## src/rtl/core_mem_pkg.sv

```systemverilog
// Shared types and default widths for the core memory arbiter.
package core_mem_pkg;

    typedef enum logic {
        IDLE     = 1'b0,
        WAIT_RSP = 1'b1
    } arb_state_e;

    typedef enum logic {
        OWN_IF  = 1'b0,
        OWN_LSU = 1'b1
    } arb_owner_e;

    localparam int AW_DEFAULT  = 20;
    localparam int DAW_DEFAULT = 10;

endpackage

```

## src/rtl/core_mem_arbiter.sv

```systemverilog
// Shares one single-port memory between instruction fetch and the LSU,
// with one outstanding transaction and a starvation guard for fetch.
module core_mem_arbiter
    import core_mem_pkg::*;
#(
    parameter int             AW         = AW_DEFAULT,
    parameter int             DAW        = DAW_DEFAULT,
    parameter logic [AW-1:0]  DATA_BASE  = AW'(20'h0_4000),
    parameter int             STARVE_MAX = 4
) (
    input  logic           clk_i,
    input  logic           rst_ni,
    input  logic           if_req_i,
    input  logic [AW-1:0]  if_addr_i,
    output logic           if_gnt_o,
    output logic           if_rvalid_o,
    output logic [31:0]    if_rdata_o,
    input  logic           lsu_req_i,
    input  logic           lsu_we_i,
    input  logic [3:0]     lsu_be_i,
    input  logic [DAW-1:0] lsu_addr_i,
    input  logic [31:0]    lsu_wdata_i,
    output logic           lsu_gnt_o,
    output logic           lsu_rvalid_o,
    output logic [31:0]    lsu_rdata_o,
    output logic           mem_req_o,
    output logic           mem_we_o,
    output logic [3:0]     mem_be_o,
    output logic [AW-1:0]  mem_addr_o,
    output logic [31:0]    mem_wdata_o,
    input  logic           mem_ready_i,
    input  logic           mem_rvalid_i,
    input  logic [31:0]    mem_rdata_i,
    output logic           busy_o,
    output logic           proto_err_o
);

    localparam int            CW         = $clog2(STARVE_MAX + 1);
    localparam logic [CW-1:0] STARVE_LIM = CW'(STARVE_MAX);

    arb_state_e    state_q, state_d;
    arb_owner_e    owner_q, owner_d;
    logic [CW-1:0] starve_q, starve_d;
    logic          proto_err_q, proto_err_d;
    logic          lsu_wins;
    logic          req_any;
    logic          gnt;

    // LSU normally has priority; fetch only overrides once it has lost STARVE_MAX times.
    assign lsu_wins = lsu_req_i && !(if_req_i && (starve_q == STARVE_LIM));

    assign mem_we_o    = lsu_wins ? lsu_we_i : 1'b0;
    assign mem_be_o    = lsu_wins ? lsu_be_i : 4'hF;
    assign mem_wdata_o = lsu_wins ? lsu_wdata_i : 32'h0;
    assign mem_addr_o  = lsu_wins ? (DATA_BASE + AW'(lsu_addr_i)) : if_addr_i;

    assign if_rdata_o  = mem_rdata_i;
    assign lsu_rdata_o = mem_rdata_i;
    assign busy_o      = (state_q == WAIT_RSP);
    assign proto_err_o = proto_err_q;

    always_comb begin
        state_d      = state_q;
        owner_d      = owner_q;
        starve_d     = starve_q;
        proto_err_d  = proto_err_q;
        req_any      = 1'b0;
        gnt          = 1'b0;
        mem_req_o    = 1'b0;
        if_gnt_o     = 1'b0;
        lsu_gnt_o    = 1'b0;
        if_rvalid_o  = 1'b0;
        lsu_rvalid_o = 1'b0;

        case (state_q)
            IDLE: begin
                // Request/grant are combinational, so mask them while reset is held.
                req_any   = rst_ni && (if_req_i || lsu_req_i);
                gnt       = req_any && mem_ready_i;
                mem_req_o = req_any;
                if (gnt) begin
                    lsu_gnt_o = lsu_wins;
                    if_gnt_o  = !lsu_wins;
                    owner_d   = lsu_wins ? OWN_LSU : OWN_IF;
                    state_d   = WAIT_RSP;
                end
                if (mem_rvalid_i) begin
                    proto_err_d = 1'b1;
                end
                if (!if_req_i || if_gnt_o) begin
                    starve_d = '0;
                end else if (lsu_gnt_o && (starve_q != STARVE_LIM)) begin
                    starve_d = starve_q + 1'b1;
                end
            end
            WAIT_RSP: begin
                if (!if_req_i) begin
                    starve_d = '0;
                end
                if (mem_rvalid_i) begin
                    if_rvalid_o  = (owner_q == OWN_IF);
                    lsu_rvalid_o = (owner_q == OWN_LSU);
                    state_d      = IDLE;
                end
            end
            default: state_d = IDLE;
        endcase
    end

    always_ff @(posedge clk_i or negedge rst_ni) begin
        if (!rst_ni) begin
            state_q     <= IDLE;
            owner_q     <= OWN_IF;
            starve_q    <= '0;
            proto_err_q <= 1'b0;
        end else begin
            state_q     <= state_d;
            owner_q     <= owner_d;
            starve_q    <= starve_d;
            proto_err_q <= proto_err_d;
        end
    end

endmodule

```

## config.mk

```make
export PLATFORM = sky130hd
export DESIGN_NAME = core_mem_arbiter
export DESIGN_NICKNAME = d
export VERILOG_FILES = /design/src/rtl/core_mem_pkg.sv /design/src/rtl/core_mem_arbiter.sv
export SDC_FILE = /design/constraint.sdc
export NUM_CORES = 1
export LEC_CHECK = 0
export CELL_PAD_IN_SITES_DETAIL_PLACEMENT = 1
export CELL_PAD_IN_SITES_GLOBAL_PLACEMENT = 1
export CORE_MARGIN = 5
export CORE_UTILIZATION = 13
export CTS_CLUSTER_DIAMETER = 60
export DETAILED_ROUTE_END_ITERATION = 8
export GPL_TIMING_DRIVEN = 0
export PLACE_DENSITY_LB_ADDON = 0.2
export SLEW_MARGIN = 10
export SYNTH_ARGS = -nofsm -noshare
export SYNTH_HDL_FRONTEND = slang
export SYNTH_SLANG_ARGS = --single-unit
```

## constraint.sdc

```tcl
create_clock -name clk_i -period 2.9 [get_ports clk_i]
set_input_delay 0.58 -clock clk_i [delete_from_list [all_inputs] [get_ports clk_i]]
set_output_delay 0.58 -clock clk_i [all_outputs]
set_load 0.05 [all_outputs]
```

======== Yosys cells after proc, flatten, opt, wreduce, memory -nomap -nowiden ========
Cells that the tools add are included.
cells by class
  reduce and logical (&&, ||, !) cells .... 13
  bitwise logic cells ..................... 2
  mux-type cells .......................... 23
  add/subtract/negate cells ............... 2
  eq/ne operators ......................... 4
operator list
  kind                                                              number
  32-bit 2-to-1 mux                                                 1
  20-bit 2-to-1 mux                                                 1
  15-bit by 10-bit adder with 16-bit output (first input constant)  1
  1-bit 2-to-1 mux                                                  15
  3-bit 2-to-1 mux                                                  3
  3-bit != test (second input constant)                             2
  3-bit case mux with 2 select lines                                1
  2-bit AND reduction                                               3
  1-bit logical AND                                                 5
  4-bit 2-to-1 mux                                                  1
  3-bit by 1-bit adder with 3-bit output (second input constant)    1
  3-bit equality test (second input constant)                       1
  1-bit logical NOT                                                 3
  1-bit logical OR                                                  2
  2-bit != test (second input constant)                             1
  1-bit inverter                                                    2
  1-bit case mux with 2 select lines                                1
word-level totals
  logic and storage cells ................. 48
  input port bits ......................... 105
  bits in registers ....................... 6
  output and inout port bits .............. 128

======== Depth between registers and ports, before layout ========
  depth in word-level cells ............... 10
  depth in mapped cells ................... 6
  depth with buffers taken out ............ 5

======== Worst setup path after synthesis ========
No wires, ideal clock.
  path type ............................... reg2out
  from .................................... reg state_q, in the netlist busy_o
  to ...................................... out if_gnt_o
  stages on the path, launching flop included .. 4
  required time ........................... 2320 ps
  setup slack ............................. 664 ps
  buffers on the path ..................... 0
  arrival time ............................ 1656 ps
  cell sequence ........................... dfrtp_1 > and2b_1 > nand3b_1 > nor2_1
between the ends
  longest elaborated chain between the ends .. 1
RTL lines
  element                 RTL line                 text
  from (decl)             core_mem_arbiter.sv:41   arb_state_e state_q, state_d;
  from (signal assigned)  core_mem_arbiter.sv:117  state_q <= state_d;
  1-bit 2-to-1 mux        core_mem_arbiter.sv:75   case (state_q)
  to (decl)               core_mem_arbiter.sv:15   output logic if_gnt_o,
Every way passes these cells.

======== Worst setup path after layout ========
  from .................................... in if_req_i
  to ...................................... out mem_addr_o[2]
between the ends
  longest elaborated chain between the ends .. 4
RTL lines
  element            RTL line                text
  from (decl)        core_mem_arbiter.sv:13  input logic if_req_i,
  1-bit logical AND  core_mem_arbiter.sv:50  assign lsu_wins = lsu_req_i && !(if_req_i && (starve_q == STARVE_LIM));
  1-bit logical NOT  core_mem_arbiter.sv:50
  1-bit logical AND  core_mem_arbiter.sv:50
  20-bit 2-to-1 mux  core_mem_arbiter.sv:55  assign mem_addr_o = lsu_wins ? (DATA_BASE + AW'(lsu_addr_i)) : if_addr_i;
  to (decl)          core_mem_arbiter.sv:29  output logic [AW-1:0] mem_addr_o,
Every way passes these cells.

==> flow_summary_export.csv <==
group,metric,value,unit
outcome,status,"complete, no violations",
finish,layout-drive-gt1-share,32.26,%
clock_network,clock-sinks,6,
power_and_ir_drop,ir_drop,0.1502,mV
synth,async_reset_ff_share,100.0,%
drt,route.detailed.vias_per_inst,3.719,
worst_setup_path,critPathBufInv,3,
worst_setup_path,slowest_stage,"dlygate4sd2_1",
drt,firstDrtPassIters,3,
worst_setup_path,r2r_slack,1.32,ns
worst_setup_path,required,2.32,ns
place,placed_area,3515,sq um
worst_setup_path,cp_common_cell,"dlygate4sd2_1",
drt,wl_per_cell,14.08,um
synth,postSynthAreaPerCell,7.944,sq um
place,gp_congestion,0.7443,
global_route,grt_pass1_vias,2068,
clock_network,numCtsBuffers,3,
floorplanning,num_io_pins,233,
power_and_ir_drop,power.leakage,1.673,nW
floorplanning,die_w,111.6,um
drt,detail_route.iter0.violations,21,
floorplanning,core.rowCount,37,
synth,synth_fp_nets,276,
drt,vias,1889,
worst_setup_path,endpoint_kind,"output port",
flow_run,maxCapViolations,0,
power_and_ir_drop,p_per_area,280.1,nW/um^2
place,dpl.hpwl,6317,um
worst_setup_path,cp-start-kind,"input pin",
timing,hold_violations,0,
worst_setup_path,r2r-start,"starve_q[0]",
drt,drc,0,
timing,worst_pin_slew,0.5268,ns
synth,yosysTopAreaCell,"buf_4",
worst_setup_path,critPathLaunch,"if_req_i",
synth,synth_edf_count,0,
timing,grt_setup_unrepaired,"false",
synth,synth_flop_cell,"dfrtp_1",
synth,ys_seq_elements,6,
global_route,overflow,0,
finish,antenna_cells,0,
synth,synthTopCellsByCount,"65 x buf_4, 33 x and3_1, 10 x and2_1, 10 x mux2_4, 7 x inv_1",
timing,fmax,0.3638,GHz
drt,antenna_left,0,
min_path,min-delay-start,"proto_err_o",
floorplanning,die_y,111.6,um
min_path,hold_path_class,"reg2reg",
worst_setup_path,arrival,2.17,ns
clock_network,clk_latency,0.22,ns
global_route,grt_pass1_wl,10940,um
synth,synthCells,169,
timing,fin_worst_skew,0.0002340,ns
clock_network,h-tree-depth,1,
finish,final_cell_area,3528,sq um
clock_network,clockBufferDepth,2,
worst_setup_path,crit_path_max_incr_delay,0.43,ns
finish,nets,481,
synth,yosysMostFrequentCell,"buf_4",
power_and_ir_drop,report.power.total,0.0009884,W
timing,setup_violations,0,
synth,synth_cell_types,28,
synth,synth_area_leaders,"buf_4 36%, and3_1 15%, dfrtp_1 11%, mux2_4 11%, and2_1 4.7%",
synth,ys_seq_area_share,11.18,%
synth,yosys.area.top_type_share,36.35,%
global_route,track_usage,10.49,%
timing,drv_slew,0,
global_route,antenna_found_initial,0,
synth,ys_warn_count,0,
timing,slew_headroom,64.83,%
timing,post-route-min-period,2.749,ns
worst_setup_path,crit_family,"buffers and inverters",
timing,fin_crit_sh,94.78,%
clock_network,cts_root_buffer,"clkbuf_8",
floorplanning,start_util,13.18,%
clock_network,clk_pin_slew,0.04,ns
floorplanning,design.die.area,12460,sq um
synth,synthesis.area,1343,sq um
worst_setup_path,critPathKind,"in2out",
place,io_buffers,200,
global_route,grt_max_degree,11,
finish,syn2layout_area_growth,162.8,%
worst_setup_path,path_max_fanout,10,
clock_network,cts_tree,"built",
worst_setup_path,crit_chain,"dlygate4sd2_1, nand3_4, nand2_2, buf_12, mux2_4, dlygate4sd2_1",
drt,drt-total-wl,7154,um
floorplanning,core_area,10180,sq um
==> registers in the layout (all words and copies together), names as in the netlist <==
name         flops
busy_o           1
owner_q          1
proto_err_o      1
starve_q         3
==> layout by cell type, fill, tap and decap left out, drive strengths merged <==
master / netlist / layout
dlymetal6s2s: 0 / 2
nand4: 1 / 1
o21ai: 2 / 2
and3b: 1 / 1
nand2b: 5 / 5
dlygate4sd2: 0 / 21
nor2: 2 / 2
o41ai: 1 / 1
a311o: 1 / 1
or3b: 1 / 1
o32ai: 1 / 1
o22ai: 1 / 1
mux2: 10 / 10
dfrtp: 6 / 6
ha: 2 / 2
nand2: 5 / 5
a21o: 1 / 1
clkbuf: 6 / 18
nand3: 1 / 1
and2: 10 / 10
nand3b: 1 / 1
and3: 35 / 35
clkdlybuf4s50: 0 / 139
and2b: 2 / 2
inv: 7 / 7
clkdlybuf4s15: 0 / 29
buf: 67 / 67
==> power by group <==
group | internal (W) | switching, W
Clock | 0.0000892 | 0.0000366
Combinational | 0.000314 | 0.000455
Sequential | 0.0000896 | 0.00000382
Total | 0.000493 | 0.000496
==> timing repair <==
item,4_1_cts,5_1_grt
setup endpoints to repair,60,15
hold buffers,0,0
resized for setup,121,14
buffers inserted,0,0
==> cells by family after synthesis <==
kind of cell | count (synthesis) | synth area share (%)
mux | 10 | 11.18
simple gates | 64 | 30.10
fa+ha+maj | 2 | 1.864
flops | 6 | 11.18
compound gates | 7 | 3.822
buf+inv | 80 | 41.85
==> per-stage QoR <==
| step | instances | setup WS, ns | hold slack [ns] | utilization (%) | setup TNS (ns) |
|---|---|---|---|---|---|
| floorplan | 169 | 0.6638 | 0.2844 | - | 0 |
| global placement | 505 | -0.5731 | 0.4525 | 34.51 | -26.18 |
| detailed placement | 505 | -0.5617 | 0.4660 | 34.51 | -25.99 |
| CTS | 508 | 0.003240 | 0.4714 | 35.01 | 0 |
| global route | 508 | 0.001123 | 0.4860 | 34.64 | 0 |
| finish | 508 | 0.1514 | 0.4673 | 34.64 | 0 |
==> layer usage <==
metal  vias up  part of all wire, %  GRT usage (%)
met5         -                    0              0
met4         0                 0.38          1.541
met3         2                   12          4.783
met2       127                   51          19.06
met1       858                   37          11.39
li1        902                    -              -
==> worst paths after layout <==
kind | end | depth (start not counted)
min in group asynchronous | owner_q | 1
max in group asynchronous | starve_q[2] | 1
setup reg to reg | starve_q[2] | 5
setup / recovery | mem_addr_o[2] | 6
hold reg to reg | proto_err_o | 1
hold / removal | proto_err_o | 1
==> cell type report <==
type                            count  area, sq um
Buffer                             73        536.8
Tap cell                          136        170.2
Fill cell                        1216         6656
Clock buffer                        3        41.29
Inverter                            7        26.28
Multi-Input combinational cell     83        638.1
Timing Repair Buffer              200         1966
Sequential cell                     6        150.1
No activity file was read; power rests on OpenSTA's default activity.
